===== src/rtl/serial_pkg.sv =====
// Shared types and constants for the serial transaction sequencer.
package serial_pkg;

    typedef enum logic [2:0] {
        Idle   = 3'd0,
        Load   = 3'd1,
        Start  = 3'd2,
        Run    = 3'd3,
        Finish = 3'd4
    } t_txn_state;

    typedef enum logic [1:0] {
        ErrNone     = 2'd0,
        ErrLength   = 2'd1,
        ErrUnderrun = 2'd2
    } t_txn_err;

    // Main clock must run at least this many times faster than the serial clock.
    localparam int MIN_CLK_RATIO = 16;

endpackage


===== src/rtl/serial_txn_ctrl_sync_edge.sv =====
// Multi-stage synchroniser with rise/fall detection on the synchronised level.
module sync_edge #(
    parameter int STAGES = 2
) (
    input  logic in_clk,
    input  logic in_rst,
    input  logic in_async,
    output logic out_level,
    output logic out_rise,
    output logic out_fall
);

    logic [STAGES-1:0] chain_r;
    logic              prev_r;

    // Synchroniser chain plus one delayed copy of its output for edge detection.
    always_ff @(posedge in_clk or posedge in_rst) begin
        if (in_rst) begin
            chain_r <= {STAGES{1'b0}};
            prev_r  <= 1'b0;
        end else begin
            chain_r <= {chain_r[STAGES-2:0], in_async};
            prev_r  <= chain_r[STAGES-1];
        end
    end

    assign out_level = chain_r[STAGES-1];
    assign out_rise  = chain_r[STAGES-1] & ~prev_r;
    assign out_fall  = ~chain_r[STAGES-1] & prev_r;

endmodule


===== src/rtl/serial_txn_ctrl.sv =====
// Sequences one host transaction of N words through the 3-wire serial block:
// TX fetch with a one-word look-ahead, RX capture, clean end at a word boundary.
module serial_txn_ctrl
    import serial_pkg::*;
#(
    parameter int BITS      = 8,
    parameter int MAX_WORDS = 16,
    parameter int CTR_W     = $clog2(MAX_WORDS) + 1
) (
    input  logic             in_clk,
    input  logic             in_rst,
    input  logic             in_start,
    input  logic [CTR_W-1:0] in_num_words,
    output logic             out_busy,
    output logic             out_done,
    output logic [1:0]       out_error,
    input  logic [BITS-1:0]  in_tx_word,
    input  logic             in_tx_valid,
    output logic             out_tx_ready,
    output logic [BITS-1:0]  out_rx_word,
    output logic             out_rx_valid,
    output logic             out_ser_enable,
    output logic [BITS-1:0]  out_ser_parallel,
    input  logic             in_ser_ready,
    input  logic             in_ser_next_word,
    input  logic [BITS-1:0]  in_ser_parallel
);

    t_txn_state       state_r, state_s;
    t_txn_err         err_r;
    logic [CTR_W-1:0] num_words_r, words_fetched_r, words_sent_r;
    logic [BITS-1:0]  tx_cur_r, tx_nxt_r, rx_word_r;
    logic             nxt_full_r, done_r, rx_valid_r, rx_pending_r;
    logic             busy_s, enable_s, tx_ready_s, accept_s;
    logic             last_word_s, transfer_s, underrun_s, start_ok_s;
    logic             rdy_level_s, rdy_rise_s, rdy_fall_s;
    logic             nw_level_s, nw_rise_s, nw_fall_s;
    logic             sync_unused_s;

    sync_edge #(.STAGES(2)) u_sync_ready (
        .in_clk    (in_clk),
        .in_rst    (in_rst),
        .in_async  (in_ser_ready),
        .out_level (rdy_level_s),
        .out_rise  (rdy_rise_s),
        .out_fall  (rdy_fall_s)
    );

    sync_edge #(.STAGES(2)) u_sync_next (
        .in_clk    (in_clk),
        .in_rst    (in_rst),
        .in_async  (in_ser_next_word),
        .out_level (nw_level_s),
        .out_rise  (nw_rise_s),
        .out_fall  (nw_fall_s)
    );

    assign sync_unused_s = rdy_rise_s ^ nw_level_s;

    assign start_ok_s  = in_start && (in_num_words != {CTR_W{1'b0}})
                         && (in_num_words <= CTR_W'(MAX_WORDS));
    assign tx_ready_s  = busy_s && !nxt_full_r && (words_fetched_r < num_words_r);
    assign accept_s    = in_tx_valid && tx_ready_s;
    // Word k ends on a next_word rise; words_sent_r still holds k-1 at that moment.
    assign last_word_s = ((words_sent_r + CTR_W'(1)) >= num_words_r);
    assign transfer_s  = (state_r == Run) && nw_rise_s && !last_word_s && nxt_full_r;
    assign underrun_s  = (state_r == Run) && nw_rise_s && !last_word_s && !nxt_full_r;

    // FSM state register.
    always_ff @(posedge in_clk or posedge in_rst) begin
        if (in_rst) begin
            state_r <= Idle;
        end else begin
            state_r <= state_s;
        end
    end

    // FSM next-state logic.
    always_comb begin
        state_s = state_r;
        case (state_r)
            Idle: begin
                if (start_ok_s) state_s = Load;
                else            state_s = Idle;
            end
            Load: begin
                if (accept_s) state_s = Start;
                else          state_s = Load;
            end
            Start: begin
                if (rdy_fall_s) state_s = Run;
                else            state_s = Start;
            end
            Run: begin
                if (nw_rise_s && (last_word_s || !nxt_full_r)) state_s = Finish;
                else                                           state_s = Run;
            end
            Finish: begin
                if (rdy_level_s && !rx_pending_r) state_s = Idle;
                else                              state_s = Finish;
            end
            default: state_s = Idle;
        endcase
    end

    // FSM outputs decoded from the state register; enable follows reset asynchronously.
    always_comb begin
        busy_s   = 1'b0;
        enable_s = 1'b0;
        case (state_r)
            Idle:       begin busy_s = 1'b0; enable_s = 1'b0; end
            Load:       begin busy_s = 1'b1; enable_s = 1'b0; end
            Start, Run: begin busy_s = 1'b1; enable_s = 1'b1; end
            Finish:     begin busy_s = 1'b1; enable_s = 1'b0; end
            default:    begin busy_s = 1'b0; enable_s = 1'b0; end
        endcase
    end

    // TX path: current word, look-ahead holding register and fetch counter.
    always_ff @(posedge in_clk or posedge in_rst) begin
        if (in_rst) begin
            tx_cur_r        <= {BITS{1'b0}};
            tx_nxt_r        <= {BITS{1'b0}};
            nxt_full_r      <= 1'b0;
            words_fetched_r <= {CTR_W{1'b0}};
        end else if (state_r == Idle) begin
            if (start_ok_s) begin
                nxt_full_r      <= 1'b0;
                words_fetched_r <= {CTR_W{1'b0}};
            end else begin
                nxt_full_r      <= nxt_full_r;
            end
        end else begin
            if (accept_s) begin
                words_fetched_r <= words_fetched_r + CTR_W'(1);
                if (state_r == Load) begin
                    tx_cur_r <= in_tx_word;
                end else begin
                    tx_nxt_r   <= in_tx_word;
                    nxt_full_r <= 1'b1;
                end
            end else begin
                words_fetched_r <= words_fetched_r;
            end
            // Transfer reads the old look-ahead; a same-cycle accept keeps it full.
            if (transfer_s) begin
                tx_cur_r <= tx_nxt_r;
                if (!accept_s) nxt_full_r <= 1'b0;
                else           nxt_full_r <= 1'b1;
            end else begin
                tx_cur_r <= (accept_s && (state_r == Load)) ? in_tx_word : tx_cur_r;
            end
        end
    end

    // Transaction control: length, sent-word count, error and done pulse.
    always_ff @(posedge in_clk or posedge in_rst) begin
        if (in_rst) begin
            num_words_r  <= {CTR_W{1'b0}};
            words_sent_r <= {CTR_W{1'b0}};
            err_r        <= ErrNone;
            done_r       <= 1'b0;
        end else begin
            done_r <= 1'b0;
            case (state_r)
                Idle: begin
                    if (in_start && (in_num_words == {CTR_W{1'b0}})) begin
                        done_r <= 1'b1;
                        err_r  <= ErrNone;
                    end else if (in_start && (in_num_words > CTR_W'(MAX_WORDS))) begin
                        done_r <= 1'b1;
                        err_r  <= ErrLength;
                    end else if (in_start) begin
                        num_words_r  <= in_num_words;
                        words_sent_r <= {CTR_W{1'b0}};
                        err_r        <= ErrNone;
                    end else begin
                        err_r <= err_r;
                    end
                end
                Run: begin
                    if (nw_rise_s && (words_sent_r < num_words_r)) begin
                        words_sent_r <= words_sent_r + CTR_W'(1);
                    end else begin
                        words_sent_r <= words_sent_r;
                    end
                    if (underrun_s) err_r <= ErrUnderrun;
                    else            err_r <= err_r;
                end
                Finish: begin
                    if (state_s == Idle) done_r <= 1'b1;
                    else                 done_r <= 1'b0;
                end
                default: done_r <= 1'b0;
            endcase
        end
    end

    // RX capture: one pulse per word whose end (next_word rise) was seen this transaction.
    always_ff @(posedge in_clk or posedge in_rst) begin
        if (in_rst) begin
            rx_word_r    <= {BITS{1'b0}};
            rx_valid_r   <= 1'b0;
            rx_pending_r <= 1'b0;
        end else begin
            rx_valid_r <= 1'b0;
            if ((state_r == Run) && nw_rise_s) begin
                rx_pending_r <= 1'b1;
            end else if (nw_fall_s && rx_pending_r) begin
                rx_pending_r <= 1'b0;
                rx_word_r    <= in_ser_parallel;
                rx_valid_r   <= 1'b1;
            end else begin
                rx_pending_r <= rx_pending_r;
            end
        end
    end

    assign out_busy         = busy_s;
    assign out_done         = done_r;
    assign out_error        = err_r;
    assign out_tx_ready     = tx_ready_s;
    assign out_rx_word      = rx_word_r;
    assign out_rx_valid     = rx_valid_r;
    assign out_ser_enable   = enable_s;
    assign out_ser_parallel = tx_cur_r;

endmodule

===== config.mk =====
export PLATFORM = sky130hd
export DESIGN_NAME = serial_txn_ctrl
export DESIGN_NICKNAME = d
export VERILOG_FILES = /design/src/rtl/serial_pkg.sv /design/src/rtl/serial_txn_ctrl_sync_edge.sv /design/src/rtl/serial_txn_ctrl.sv
export SDC_FILE = /design/constraint.sdc
export NUM_CORES = 1
export LEC_CHECK = 0
export CAP_MARGIN = 10
export CELL_PAD_IN_SITES_DETAIL_PLACEMENT = 1
export CELL_PAD_IN_SITES_GLOBAL_PLACEMENT = 1
export CORE_MARGIN = 10
export CORE_UTILIZATION = 37
export CTS_CLUSTER_DIAMETER = 40
export DETAILED_ROUTE_END_ITERATION = 7
export HOLD_SLACK_MARGIN = 0.08
export PLACE_DENSITY = 0.86
export SETUP_SLACK_MARGIN = 0.4
export SYNTH_ARGS = -nofsm -noshare
export SYNTH_HDL_FRONTEND = slang
export SYNTH_SLANG_ARGS = --single-unit

===== constraint.sdc =====
create_clock -name in_clk -period 2.31 [get_ports in_clk]
set_clock_uncertainty 0.05 [all_clocks]
set_input_delay 0.462 -clock in_clk [delete_from_list [all_inputs] [get_ports in_clk]]
set_output_delay 0.462 -clock in_clk [all_outputs]
set_load 0.01 [all_outputs]

# Word level (Yosys, flattened, before mapping)
# Index checks and enable logic that the tools add are counted.
[totals]
out_inout_bits = 23
ff_bits = 54
wordCells = 122
inputBits = 27
[classes]
magnitude_cmp = 5
mux = 37
n_reduce_logical = 39
addsub = 2
bitwise_logic = 11
eq_ne = 12
[op_table]
columns = ["cell", "count"]
rows = [
  ["5-bit two-way mux", 7],
  ["1-bit two-way mux", 17],
  ["1-bit logical AND", 16],
  ["8-bit two-way mux", 2],
  ["3-bit case mux with 5 select lines", 1],
  ["5-bit by 1-bit adder with 5-bit output (second input constant)", 2],
  ["5-bit less-than comparator", 2],
  ["2-bit two-way mux", 5],
  ["2-bit != test (second input constant)", 5],
  ["5-bit case mux with 2 select lines", 1],
  ["3-bit AND reduction", 3],
  ["1-bit inverter", 8],
  ["2-bit nonzero test", 4],
  ["3-bit by 2-bit == test with 1-bit output (second input constant)", 2],
  ["3-bit logical NOT", 2],
  ["3-bit two-way mux", 2],
  ["2-bit AND reduction", 3],
  ["5-bit >= comparator", 1],
  ["5-bit > comparator (second input constant)", 1],
  ["5-bit less-or-equal comparator (second input constant)", 1],
  ["5-bit logical NOT", 1],
  ["5-bit AND reduction", 1],
  ["5-bit nonzero test", 1],
  ["4-bit by 2-bit != test with 1-bit output (second input constant)", 1],
  ["other kinds (13)", 17],
]

# Longest topological paths before layout
[logic_depth]
ltp_word = 11
mapped_depth = 9
mapped_depth_nobuf = 9

# By module
# From an unflattened synthesis, not the netlist that was laid out.
[unflattened]
cells_unflattened = 230
area_unflattened_um2 = 2637.5
[by_module_without_submodules]
columns = ["module", "area_each_um2", "n_inst", "seq_area_each_um2", "cells_each"]
rows = [
  ["serial_txn_ctrl", 2449.8, 1, 1201.2, 218],
  ["sync_edge", 93.8, 2, 75.1, 6],
]

# Worst setup path after synthesis
# No wires, ideal clock.
[synth_timing]
kind = "flip-flop to flip-flop"
startpoint = "register words_sent_r[0]"
endpoint = "register tx_cur_r[0], in the netlist out_ser_parallel[0]"
period_less_slack_ps = 2406
t_required_ps = 2135
path_stages_with_launch = 10
arrival_time_ps = 2231
slack_ps = -96
setup_time_ps = 125
n_path_buf = 0
path_cell_list = "dfrtp_1 > ha_1 > nand2b_1 > nand2_1 > ha_1 > a21oi_1 > o21ai_0 > a311oi_1 > nand2_2 > mux2_2"
[synth_via]
elab_chain_cells = 7
elab_cells_between_ends = 8
cone_classes = "add/sub: 1; order compare: 1; mux: 1; reduce/logical: 5"
[synth_rtl]
columns = ["item", "line", "source"]
rows = [
  ["start: declaration", "serial_txn_ctrl.sv:31", "logic [CTR_W-1:0] num_words_r, words_fetched_r, words_sent_r;"],
  ["start signal: assignment", "serial_txn_ctrl.sv:160", "words_sent_r <= {CTR_W{1'b0}};"],
  ["start signal: assignment", "serial_txn_ctrl.sv:175", "words_sent_r <= {CTR_W{1'b0}};"],
  ["start signal: assignment", "serial_txn_ctrl.sv:183", "words_sent_r <= words_sent_r + CTR_W'(1);"],
  ["5-bit by 1-bit adder with 5-bit output *", "serial_txn_ctrl.sv:65", "assign last_word_s = ((words_sent_r + CTR_W'(1)) >= num_words_r);"],
  ["5-bit >= comparator *", "serial_txn_ctrl.sv:65", ""],
  ["1-bit logical NOT *", "serial_txn_ctrl.sv:66", "assign transfer_s = (state_r == Run) && nw_rise_s && !last_word_s && nxt_full_r;"],
  ["1-bit logical AND * (2 in series)", "serial_txn_ctrl.sv:66", ""],
  ["2-bit nonzero test (no line)", "-", ""],
  ["2-bit AND reduction (no line)", "-", ""],
  ["end signal: assignment", "serial_txn_ctrl.sv:122", "tx_cur_r <= {BITS{1'b0}};"],
  ["end signal: assignment", "serial_txn_ctrl.sv:137", "tx_cur_r <= in_tx_word;"],
  ["end signal: assignment", "serial_txn_ctrl.sv:147", "tx_cur_r <= tx_nxt_r;"],
  ["end: declaration", "serial_txn_ctrl.sv:32", "logic [BITS-1:0] tx_cur_r, tx_nxt_r, rx_word_r;"],
]
# Every way passes the cells marked *; elsewhere a longest branch is shown, timed or not.
# A chain may end at the register's enable or synchronous reset.

# Worst setup path after layout
[layout_timing]
startpoint = "register num_words_r[4]"
endpoint = "register tx_cur_r[0], in the netlist out_ser_parallel[0]"
[layout_via]
elab_chain_cells = 6
elab_cells_between_ends = 11
cone_classes = "order compare: 2; mux: 1; reduce/logical: 8"
[layout_rtl]
columns = ["item", "line", "source"]
rows = [
  ["start: declaration", "serial_txn_ctrl.sv:31", ""],
  ["start signal: assignment", "serial_txn_ctrl.sv:159", "num_words_r <= {CTR_W{1'b0}};"],
  ["start signal: assignment", "serial_txn_ctrl.sv:174", "num_words_r <= in_num_words;"],
  ["5-bit >= comparator or 5-bit less-than comparator (tied branches)", "serial_txn_ctrl.sv:65, serial_txn_ctrl.sv:62", ""],
  ["1-bit logical NOT or 1-bit logical AND (tied branches)", "serial_txn_ctrl.sv:66, serial_txn_ctrl.sv:62", ""],
  ["1-bit logical AND (on tied branches)", "serial_txn_ctrl.sv:66, serial_txn_ctrl.sv:63", ""],
  ["1-bit logical AND (on tied branches)", "serial_txn_ctrl.sv:66, serial_txn_ctrl.sv:151", ""],
  ["2-bit nonzero test (no line)", "-", ""],
  ["2-bit AND reduction (no line)", "-", ""],
]
# Several ways; a longest one is shown, not always the timed one.

==> out/metrics.yaml <==
outcome: "finished, violations left"
violations: "setup timing"
fin_ws_ps: -5.28
clk_path_buf_depth: 2
drt_first_pass_iters: 4
cts_tree: "done"
port_buffers: 49
finalHoldViolations: 0
synth.ff_latch_count: 54
cts-root-buf: "clkbuf_8"
start_kind: "register"
p_per_area_nw_per_um2: 1340
path_clk_slew_ps: 100
yosysWarnings: 0
setup_viol: 2
synth_ff_type: "dfrtp_1"
syn-num-nets: 274
synth_cell_types: 50
ant_nets: 0
critPathMaxFanout: 9
path_class: "reg -> reg"
finalCriticalPeriod_ps: 2320
fp.dieH_microns: 105
timing.final.crit_share: 1.00
grt-ovfl-total: 0
irDropWorstVdd_mv: 0.492
final_cell_mix: "dfrtp_1 (53), clkdlybuf4s50_1 (42), buf_4 (39)"
grt_pass1_wl_microns: 13600
ctsHtreeMaxLevel: 2
holdWs_ps: 307
grt_pass1_vias: 2555
dp_hpwl_microns: 5390
cts.sinks: 54
rsz0062_at_grt: "true"
antenna-diode-count: 0
final_common_cell: "dfrtp_1"
tightestPinTransition_ps: 422
post-route-util: 0.589
fin_setup_tns_ps: -7.92
cp-end-kind: "register"
drt_wl_total_microns: 8490
wl_per_cell_microns: 19.4
die_w_microns: 105
grt_max_degree: 39
worstPathRequired_ps: 2470
place_congestion: 0.819
final_cells: 437
vias: 2239
rows: 31
cts_hold_buf: 0
dieArea_sq_um: 11100
synth_cells: 231
placedCellCount: 403
hold_path_class: "reg -> reg"
p_leak_uw: 0.00192
arrival_ps: 2480
initial_core_util: 0.376
slew_headroom: 0.718
track_usage: 0.152
slew_viol_final: 0
clock_latency_ps: 320
dpl_cell_area_sq_um: 3560
coreArea_sq_um: 7180
drc_errors: 0
antenna_found_initial: 0
drive_gt1_frac: 0.441
vias_per_cell: 5.12
synth_edf_count: 0
nets: 380
syn_area_per_cell_sq_um: 11.7
ys_seq_area_frac: 0.501
area_growth_syn_to_layout_pct: 56.8
final_area_sq_um: 4230
post_synth_instance_area_sq_um: 2700
drtIter0Drc: 77
async_flop_share: 1.00
ios: 50
numCtsBuffers: 5
max_clock_freq_ghz: 0.432
maxCapViolCount: 0
==> cells by family (layout without fill, tap and decap cells) <==
| kind of cell | Yosys count | count (layout) | synth area share |
|---|---|---|---|
| fa+ha+maj | 16 | 16 | 0.0742 |
| mux | 30 | 30 | 0.125 |
| buf+inv | 14 | 120 | 0.0232 |
| compound gates | 31 | 31 | 0.0975 |
| simple gates | 82 | 83 | 0.166 |
| flops | 54 | 54 | 0.501 |
| xor+xnor | 4 | 4 | 0.0130 |
==> path summary, 6_finish.rpt <==
path	start	endpoint	slack, ps	cells after the start
min	u_sync_ready.chain_r[0]	u_sync_ready.chain_r[1]	310	0
min reg2reg	u_sync_ready.chain_r[0]	u_sync_ready.chain_r[1]	310	0
max in group asynchronous	in_rst	out_ser_parallel[0]	1270	3
max reg2reg	num_words_r[4]	out_ser_parallel[0]	-5	8
min in group asynchronous	in_rst	u_sync_ready.chain_r[0]	400	2
max	num_words_r[4]	out_ser_parallel[0]	-5	8
==> layer usage <==
layer  vias up  global-route usage  wire, microns
met5         -                   0              0
met4         0              0.0716            232
met3        13              0.0238            240
met2        47               0.278           4570
met1      1144               0.168           3450
li1       1035                   -              -
==> critical path, cell delays in order, from the launching register on <==
cell and delay (ps):
dfrtp_1 400, inv_2 110, ha_4 230, a211oi_4 260, nand4_1 200, a31oi_4 220, buf_12 160, mux2_2 330
mux2_2 260
==> power by group <==
part,internal (uW),total (uW),switching [uW],leakage (uW)
registers,1320,1610,284,0.000665
logic,1960,3480,1520,0.00121
clock network,248,580,332,0.0000478
total,3530,5670,2140,0.00192
==> synthesized netlist by cell type (2+ instances only) <==
cell type  instances  area, sq um
nor3b_1            3         22.5
mux2_2            30          338
nor2b_1            5         31.3
nand2_2            2         12.5
nand2_1           34          128
a21oi_1            3         15.0
a31oi_1            2         12.5
nand3_1           11         55.1
o21ai_0            6         30.0
o21a_1             2         15.0
a21o_1             3         22.5
a211o_2            2         20.0
inv_1             10         37.5
buf_2              2         10.0
ha_1              16          200
nand4_1            2         12.5
xnor2_1            3         26.3
dfrtp_1           54         1350
and3_2             3         22.5
nand3b_1           2         15.0
nand2b_1           7         43.8
==> through the flow <==
| step | setup WS [ps] | power (uW) |
|---|---|---|
| floorplan | 31.3 | 2920 |
| global placement | -122 | 3910 |
| detailed placement | -238 | 4060 |
| CTS | -38.5 | 5280 |
| global route | -86.0 | 6040 |
| finish | -5.28 | 5670 |
==> layout make-up <==
| cell class | count | area (sq um) |
|---|---|---|
| multi-input cells | 164 | 1650 |
| flip-flops and latches | 54 | 1350 |
| clock inverters | 2 | 16.3 |
| inverters | 11 | 41.3 |
| well taps | 99 | 124 |
| fillers | 747 | 2950 |
| clock buffers | 6 | 82.6 |
| repair buffers | 101 | 958 |
==> sequential cells by signal (all words and copies together) (netlist names), 2 cells and up <==
signal and cells:
out_rx_word 8, out_ser_parallel 8, num_words_r 5, tx_nxt_r 8, u_sync_next.chain_r 2, state_r 3, out_error 2, words_fetched_r 5
words_sent_r 5, u_sync_ready.chain_r 2
==> timing repair <==
item                                    CTS  global route
pin swaps                                17            13
setup buffers                            17             7
cloned                                    2             0
resized for setup                        60            30
endpoints found under the setup margin   40            39
Power figures use the tool's default switching activity.
